`config.mk`:
```
export PLATFORM = sky130hd
export DESIGN_NAME = time_set_ctrl_flat
export DESIGN_NICKNAME = d
export VERILOG_FILES = /design/src/rtl/time_set_ctrl_if.sv /design/src/rtl/time_set_ctrl.sv /design/src/flat_wrapper.sv
export SDC_FILE = /design/constraint.sdc
export NUM_CORES = 1
export LEC_CHECK = 0
export ABC_CLOCK_PERIOD_IN_PS = 4450
export CAP_MARGIN = 10
export CORE_ASPECT_RATIO = 0.75
export CORE_MARGIN = 4
export CORE_UTILIZATION = 60
export CTS_BUF_LIST = sky130_fd_sc_hd__clkbuf_4 sky130_fd_sc_hd__clkbuf_8 sky130_fd_sc_hd__clkbuf_16
export DETAILED_ROUTE_END_ITERATION = 10
export DONT_BUFFER_PORTS = 1
export PLACE_DENSITY_LB_ADDON = 0.05
export SLEW_MARGIN = 20
export SYNTH_ARGS = -nofsm -noshare
export SYNTH_HDL_FRONTEND = slang
export SYNTH_SLANG_ARGS = --single-unit
```
`constraint.sdc`:
```
create_clock -name clk_5M -period 4.45 [get_ports clk_5M]
set_input_delay 0.6675 -clock clk_5M [delete_from_list [all_inputs] [get_ports clk_5M]]
set_output_delay 0.6675 -clock clk_5M [all_outputs]
set_load 0.02 [all_outputs]
```
`src/rtl/time_set_ctrl_if.sv`:
```
// Board-side I/O bundle for the clock set-mode sequencer:
// raw pushbutton/switch inputs and datapath control pulses.
interface time_set_ctrl_if;
  logic incr_pb;
  logic decr_pb;
  logic min_set_switch;
  logic tick_1hz;
  logic sec_clr;
  logic adj_incr;
  logic adj_decr;
  logic set_mode;

  modport master (
    output incr_pb, decr_pb, min_set_switch,
    input  tick_1hz, sec_clr, adj_incr, adj_decr, set_mode
  );

  modport slave (
    input  incr_pb, decr_pb, min_set_switch,
    output tick_1hz, sec_clr, adj_incr, adj_decr, set_mode
  );
endinterface

```
`src/rtl/time_set_ctrl.sv`:
```
// Time-set sequencer: input debounce, 1 Hz prescaler, set-mode FSM.
// Define REPEAT_ACCEL_EN to speed up auto-repeat after 8 pulses.
module time_set_ctrl #(
  parameter int CLK_HZ              = 5000000,
  parameter int DEBOUNCE_CYCLES     = 50000,
  parameter int REPEAT_DELAY_CYCLES = 2500000,
  parameter int REPEAT_RATE_CYCLES  = 500000
) (
  input logic           clk_5M,
  input logic           reset,
  time_set_ctrl_if.slave io
);
  localparam int PW = (CLK_HZ > 1) ? $clog2(CLK_HZ) : 1;
  localparam int DW =
    (DEBOUNCE_CYCLES > 1) ? $clog2(DEBOUNCE_CYCLES) : 1;
  localparam int RMAX =
    (REPEAT_DELAY_CYCLES > REPEAT_RATE_CYCLES) ?
    REPEAT_DELAY_CYCLES : REPEAT_RATE_CYCLES;
  localparam int RW = (RMAX > 1) ? $clog2(RMAX) : 1;

  typedef enum logic [2:0] {
    RUN, SET_IDLE, SET_HOLD, SET_REPEAT, SET_BOTH
  } state_t;

  // bit 0 = incr, bit 1 = decr, bit 2 = mode switch
  logic [2:0]    w_raw;
  logic [2:0]    r_s1;
  logic [2:0]    r_s2;
  logic [2:0]    r_db;
  logic [1:0]    r_db_q;
  logic [1:0]    r_ev;
  logic [DW-1:0] r_dcnt [3];

  state_t        r_state;
  logic [PW-1:0] r_pre;
  logic [RW-1:0] r_rcnt;
  logic          r_held;
  logic          r_tick;
  logic          r_clr;
  logic          r_inc;
  logic          r_dec;
  logic          r_set;

  logic w_sw;
  logic w_hold_btn;
  logic w_other_btn;
  logic w_dly_hit;
  logic w_rep_hit;
  logic w_hit;

  assign w_raw = {io.min_set_switch, io.decr_pb, io.incr_pb};

  always_ff @(posedge clk_5M) begin
    if (reset) begin
      r_s1   <= '0;
      r_s2   <= '0;
      r_db   <= '0;
      r_db_q <= '0;
      r_ev   <= '0;
      for (int i = 0; i < 3; i++) r_dcnt[i] <= '0;
    end else begin
      r_s1   <= w_raw;
      r_s2   <= r_s1;
      r_db_q <= r_db[1:0];
      r_ev   <= r_db[1:0] & ~r_db_q;
      for (int i = 0; i < 3; i++) begin
        if (r_s2[i] == r_db[i]) begin
          r_dcnt[i] <= '0;
        end else if (r_dcnt[i] == DW'(DEBOUNCE_CYCLES - 1)) begin
          r_db[i]   <= r_s2[i];
          r_dcnt[i] <= '0;
        end else begin
          r_dcnt[i] <= r_dcnt[i] + 1'b1;
        end
      end
    end
  end

  assign w_sw        = r_db[2];
  assign w_hold_btn  = r_held ? r_db[1] : r_db[0];
  assign w_other_btn = r_held ? r_db[0] : r_db[1];
  assign w_dly_hit   = r_rcnt == RW'(REPEAT_DELAY_CYCLES - 1);
  assign w_hit = (r_state == SET_HOLD) ? w_dly_hit : w_rep_hit;

`ifdef REPEAT_ACCEL_EN
  localparam int FAST =
    (REPEAT_RATE_CYCLES / 4 > 0) ? REPEAT_RATE_CYCLES / 4 : 1;
  logic [3:0] r_npulse;
  logic       w_rep_pulse;

  assign w_rep_hit = r_npulse[3] ?
    (r_rcnt == RW'(FAST - 1)) :
    (r_rcnt == RW'(REPEAT_RATE_CYCLES - 1));
  assign w_rep_pulse = (r_state == SET_REPEAT) && w_sw &&
    !w_other_btn && w_hold_btn && w_rep_hit;

  // counts pulses within one SET_REPEAT stay, saturating at 8
  always_ff @(posedge clk_5M) begin
    if (reset || r_state != SET_REPEAT) begin
      r_npulse <= '0;
    end else if (w_rep_pulse && !r_npulse[3]) begin
      r_npulse <= r_npulse + 1'b1;
    end
  end
`else
  assign w_rep_hit = r_rcnt == RW'(REPEAT_RATE_CYCLES - 1);
`endif

  always_ff @(posedge clk_5M) begin
    if (reset) begin
      r_state <= RUN;
      r_pre   <= '0;
      r_rcnt  <= '0;
      r_held  <= 1'b0;
      r_tick  <= 1'b0;
      r_clr   <= 1'b0;
      r_inc   <= 1'b0;
      r_dec   <= 1'b0;
      r_set   <= 1'b0;
    end else begin
      r_tick <= 1'b0;
      r_clr  <= 1'b0;
      r_inc  <= 1'b0;
      r_dec  <= 1'b0;
      if (r_state != RUN && !w_sw) begin
        r_state <= RUN;
        r_set   <= 1'b0;
        r_rcnt  <= '0;
      end else begin
        unique case (r_state)
          RUN: begin
            if (w_sw) begin
              r_state <= SET_IDLE;
              r_clr   <= 1'b1;
              r_set   <= 1'b1;
              r_pre   <= '0;
            end else if (r_pre == PW'(CLK_HZ - 1)) begin
              r_pre  <= '0;
              r_tick <= 1'b1;
            end else begin
              r_pre <= r_pre + 1'b1;
            end
          end
          SET_IDLE: begin
            if (r_db[1:0] == 2'b11) begin
              r_state <= SET_BOTH;
            end else if (r_ev == 2'b01 || r_ev == 2'b10) begin
              r_held  <= r_ev[1];
              r_inc   <= r_ev[0];
              r_dec   <= r_ev[1];
              r_rcnt  <= '0;
              r_state <= SET_HOLD;
            end
          end
          SET_HOLD, SET_REPEAT: begin
            if (w_other_btn) begin
              r_state <= SET_BOTH;
              r_rcnt  <= '0;
            end else if (!w_hold_btn) begin
              r_state <= SET_IDLE;
              r_rcnt  <= '0;
            end else if (w_hit) begin
              r_inc   <= ~r_held;
              r_dec   <= r_held;
              r_rcnt  <= '0;
              r_state <= SET_REPEAT;
            end else begin
              r_rcnt <= r_rcnt + 1'b1;
            end
          end
          SET_BOTH: begin
            if (r_db[1:0] == 2'b00) r_state <= SET_IDLE;
          end
          default: r_state <= RUN;
        endcase
      end
    end
  end

  assign io.tick_1hz = r_tick;
  assign io.sec_clr  = r_clr;
  assign io.adj_incr = r_inc;
  assign io.adj_decr = r_dec;
  assign io.set_mode = r_set;
endmodule

```
`src/flat_wrapper.sv`:
```
// flat-port wrapper written by rule: the top's interface ports become plain ports
module time_set_ctrl_flat 
#(
  parameter int CLK_HZ              = 5000000,
  parameter int DEBOUNCE_CYCLES     = 50000,
  parameter int REPEAT_DELAY_CYCLES = 2500000,
  parameter int REPEAT_RATE_CYCLES  = 500000
)
  (clk_5M, reset, io_incr_pb, io_decr_pb, io_min_set_switch, io_tick_1hz, io_sec_clr, io_adj_incr, io_adj_decr, io_set_mode);
  time_set_ctrl_if io_i ();
  input logic clk_5M;
  input logic reset;
  input wire logic [$bits(io_i.incr_pb)-1:0] io_incr_pb;
  input wire logic [$bits(io_i.decr_pb)-1:0] io_decr_pb;
  input wire logic [$bits(io_i.min_set_switch)-1:0] io_min_set_switch;
  output wire logic [$bits(io_i.tick_1hz)-1:0] io_tick_1hz;
  output wire logic [$bits(io_i.sec_clr)-1:0] io_sec_clr;
  output wire logic [$bits(io_i.adj_incr)-1:0] io_adj_incr;
  output wire logic [$bits(io_i.adj_decr)-1:0] io_adj_decr;
  output wire logic [$bits(io_i.set_mode)-1:0] io_set_mode;
  assign io_i.incr_pb = io_incr_pb;
  assign io_i.decr_pb = io_decr_pb;
  assign io_i.min_set_switch = io_min_set_switch;
  assign io_tick_1hz = io_i.tick_1hz;
  assign io_sec_clr = io_i.sec_clr;
  assign io_adj_incr = io_i.adj_incr;
  assign io_adj_decr = io_i.adj_decr;
  assign io_set_mode = io_i.set_mode;
  time_set_ctrl #(.CLK_HZ(CLK_HZ), .DEBOUNCE_CYCLES(DEBOUNCE_CYCLES), .REPEAT_DELAY_CYCLES(REPEAT_DELAY_CYCLES), .REPEAT_RATE_CYCLES(REPEAT_RATE_CYCLES)) u_core (.clk_5M(clk_5M), .reset(reset), .io(io_i));
endmodule
```
==> qor.json <==
{
  "setup_path": {
    "worst_ep_arrival_time_ps": 2890,
    "worst-path-buf-inv": 0,
    "critical_path_class": "reg2reg",
    "worst_path_largest_cell_delay_ps": 560,
    "worstPathCellList": "or3b_1, or3_1, a2111o_1, a31oi_4, nor2_1",
    "cp_slowest_cell": "sky130_fd_sc_hd__a31oi_4",
    "endpoint_kind": "flop",
    "crit_fanout": 22,
    "worst-endpoint-required_ps": 4720,
    "worstSetupStartpointType": "flop",
    "critical_path.top_delay_family": "compound AO/OA/AOI/OAI gates"
  },
  "global_routing": {
    "gr-usage-all-layers": 0.2106,
    "grt_start_max_net_pins": 38,
    "initial_antenna_violation_count": 0,
    "global_route_wire_length_before_repair_um": 19180,
    "overflow_after_grt": 0,
    "first_global_vias": 4192
  },
  "final_layout": {
    "num-nets-final": 660,
    "drive_gt1_frac": 0.06959,
    "n_fill_cell": 686,
    "insertedDiodeCount": 0,
    "final_area_um2": 6625,
    "area_delta_synth_final_pct": 15.41
  },
  "floorplan": {
    "design.portCount": 10,
    "core_um2": 9196,
    "die-area_um2": 11210,
    "rows": 30,
    "die_h_um": 92.71,
    "die_width_um": 120.9,
    "initial_core_utilization": 0.6242
  },
  "logic_synthesis": {
    "synth-seq-area-share": 0.4847,
    "synth_top_cells_by_area": "sky130_fd_sc_hd__edfxtp_1, sky130_fd_sc_hd__dfxtp_1, sky130_fd_sc_hd__nor2_1",
    "synth.distinct_cells": 55,
    "synth-edff-count": 48,
    "postSynth.topFlopCell": "sky130_fd_sc_hd__dfxtp_1",
    "synthDominantAreaCellType": "sky130_fd_sc_hd__edfxtp_1",
    "post_synth_arst_share": 0,
    "synthesis.yosys.warnings": 0,
    "netlist.area_leader.share": 0.2511,
    "post_synth_most_frequent_cells": "sky130_fd_sc_hd__nor2_1, sky130_fd_sc_hd__dfxtp_1, sky130_fd_sc_hd__edfxtp_1",
    "syn_area_per_cell_um2": 9.473,
    "syn_inst": 606,
    "synth.cell_area_um2": 5741,
    "postSynthRegisterBits": 115,
    "post-synth-top-count-cell": "sky130_fd_sc_hd__nor2_1"
  },
  "detailed_routing": {
    "drt_pre_antenna_iters": 5,
    "vias": 4376,
    "detail_route.iter0.violations": 415,
    "detail-route-antenna-nets": 0,
    "remaining_design_rule_violation_count": 0,
    "wirelength_routed_um": 11010,
    "detail_route.vias_per_cell": 5.546,
    "wl_per_cell_um": 13.96
  },
  "sta": {
    "rsz_0062_raised_after_global_routing": "false",
    "min_period_over_period": 0.5896,
    "final.min_clock_period_ps": 2624,
    "worst_pin_slew_ps": 923.1,
    "skew_ps": 7.296,
    "slew_viol_final": 0,
    "timing.hold.ws_ps": 326.3,
    "setup_violations": 0,
    "finalSetupTns_ps": 0,
    "slew-limit-headroom": 0.3823,
    "hold_violations": 0,
    "timing.fmax_mhz": 381.1
  },
  "clock_network": {
    "cts.hold.buffers_added": 0,
    "htreeDepth": 4,
    "cts_tree": "yes",
    "clk_pin_slew_worst_paths_ps": 50,
    "post-cts-setup-buffer-count": 0,
    "cts-root-to-sink-buffers": 2,
    "numCtsBuffers": 17,
    "cts_repair_resize_count": 0,
    "clock_sink_count": 115,
    "clockRootBuffer": "sky130_fd_sc_hd__clkbuf_16",
    "clock_insertion_delay_worst_skew_ps": 410
  },
  "job": {
    "drv.max_cap_violation_count": 0
  },
  "worst_hold_path": {
    "hold_path.class": "in2reg"
  },
  "status": {
    "result_of_the_run": "completed"
  },
  "power_and_ir_drop": {
    "power_per_cell_area_nw_per_um2": 399.0,
    "power.ir.vdd_worst_mv": 0.3336,
    "p_leak_nw": 2.376
  },
  "placed_design": {
    "area_of_placed_instances_um2": 5987,
    "place_congestion": 0.8751,
    "buffer_ports.inserted": 0,
    "hpwl_reported_at_the_end_of_detailed_placement_um": 7506
  }
}
## power by group
part           switching (mW)  internal, mW  leakage [nW]
Clock                   0.495         0.930         0.305
Combinational          0.0363        0.0260          1.03
Sequential             0.0289          1.13          1.04
Total                   0.561          2.08          2.38
## cell usage in the layout (no fill, tap or decap), types with 3 or more instances in the layout
master / Yosys / layout
sky130_fd_sc_hd__a21oi_1: 16 / 16
sky130_fd_sc_hd__a22o_1: 8 / 8
sky130_fd_sc_hd__a31oi_1: 11 / 11
sky130_fd_sc_hd__and3_1: 20 / 20
sky130_fd_sc_hd__and4_1: 5 / 5
sky130_fd_sc_hd__clkbuf_16: 0 / 20
sky130_fd_sc_hd__clkinvlp_4: 0 / 3
sky130_fd_sc_hd__conb_1: 1 / 48
sky130_fd_sc_hd__dfxtp_1: 67 / 67
sky130_fd_sc_hd__edfxtp_1: 48 / 48
sky130_fd_sc_hd__ha_1: 7 / 7
sky130_fd_sc_hd__inv_1: 11 / 11
sky130_fd_sc_hd__inv_6: 0 / 3
sky130_fd_sc_hd__mux2i_1: 6 / 6
sky130_fd_sc_hd__nand2_1: 36 / 36
sky130_fd_sc_hd__nand2b_1: 7 / 7
sky130_fd_sc_hd__nand3_1: 40 / 40
sky130_fd_sc_hd__nand4_1: 20 / 20
sky130_fd_sc_hd__nand4b_1: 3 / 3
sky130_fd_sc_hd__nor2_1: 104 / 104
sky130_fd_sc_hd__nor2b_1: 12 / 12
sky130_fd_sc_hd__nor3_1: 16 / 16
sky130_fd_sc_hd__nor3b_1: 4 / 4
sky130_fd_sc_hd__nor4_1: 9 / 9
sky130_fd_sc_hd__nor4b_1: 6 / 6
sky130_fd_sc_hd__o21ai_0: 11 / 11
sky130_fd_sc_hd__or2_2: 3 / 3
sky130_fd_sc_hd__or3_1: 4 / 4
sky130_fd_sc_hd__or4b_1: 3 / 3
sky130_fd_sc_hd__xnor2_1: 34 / 34
sky130_fd_sc_hd__xor2_1: 37 / 37
## final cells by class
cell class	instances	area (µm²)	area share
multi-input combinational	501	2988	0.4510
sequential	115	2783	0.4200
clock buffer	20	500.5	0.07554
tap	128	160.2	0.02417
clock inverter	12	137.6	0.02077
inverter	11	41.29	0.006232
timing repair buffer	2	15.01	0.002266
## path summary, 6_finish.rpt
kind                                         from                 end  slack (ps)  cells past startpoint
worst max-delay path            u_core.r_state[1]   u_core.r_rcnt[16]        1830                      5
worst min-delay path                        reset  u_core.io.set_mode         330                      1
worst max register to register  u_core.r_state[1]   u_core.r_rcnt[16]        1830                      5
worst min register to register   u_core.r_db_q[1]      u_core.r_ev[1]         380                      1
## state kept, by name (all words and copies together) (netlist names)
| name | cells |
|---|---|
| u_core.r_db_q | 2 |
| u_core.r_state | 3 |
| u_core.r_db | 3 |
| u_core.r_rcnt | 22 |
| u_core.r_s2 | 3 |
| u_core.io.tick_1hz | 1 |
| u_core.r_held | 1 |
| u_core.io.sec_clr | 1 |
| u_core.io.adj_incr | 1 |
| u_core.r_s1 | 3 |
| u_core.r_ev | 2 |
| u_core.r_dcnt | 48 |
| u_core.r_pre | 23 |
| u_core.io.adj_decr | 1 |
| u_core.io.set_mode | 1 |
## per-stage QoR
step	setup slack [ps]	utilization	total power [mW]	std cells
2_1_floorplan	2293	-	1.226	653
3_3_place_gp	1951	0.6510	1.233	757
3_5_place_dp	1834	0.6510	1.238	757
4_1_cts	1833	0.7204	2.666	789
5_1_grt	1670	0.7204	2.734	789
6_report	1826	0.7204	2.643	789
## routing by layer
metal | up-vias | track usage | wire (µm)
li1 | 2208 | - | -
met1 | 2049 | 0.2877 | 5348
met2 | 100 | 0.3273 | 5056
met3 | 19 | 0.04274 | 457
met4 | 0 | 0.08774 | 152
met5 | - | 0 | 0
## kinds of logic after synthesis
group,count (synthesis),synth area share
and+or+nand+nor,304,0.2724
DFF,115,0.4847
xor gates and xnor gates,71,0.1083
AOI/OAI and AO/OA,65,0.08065
buffers and inverters,37,0.02746
adders and majority gates,7,0.01526
muxes,6,0.01046
other,1,0.0006533
No activity file was read; power rests on OpenSTA's default activity.
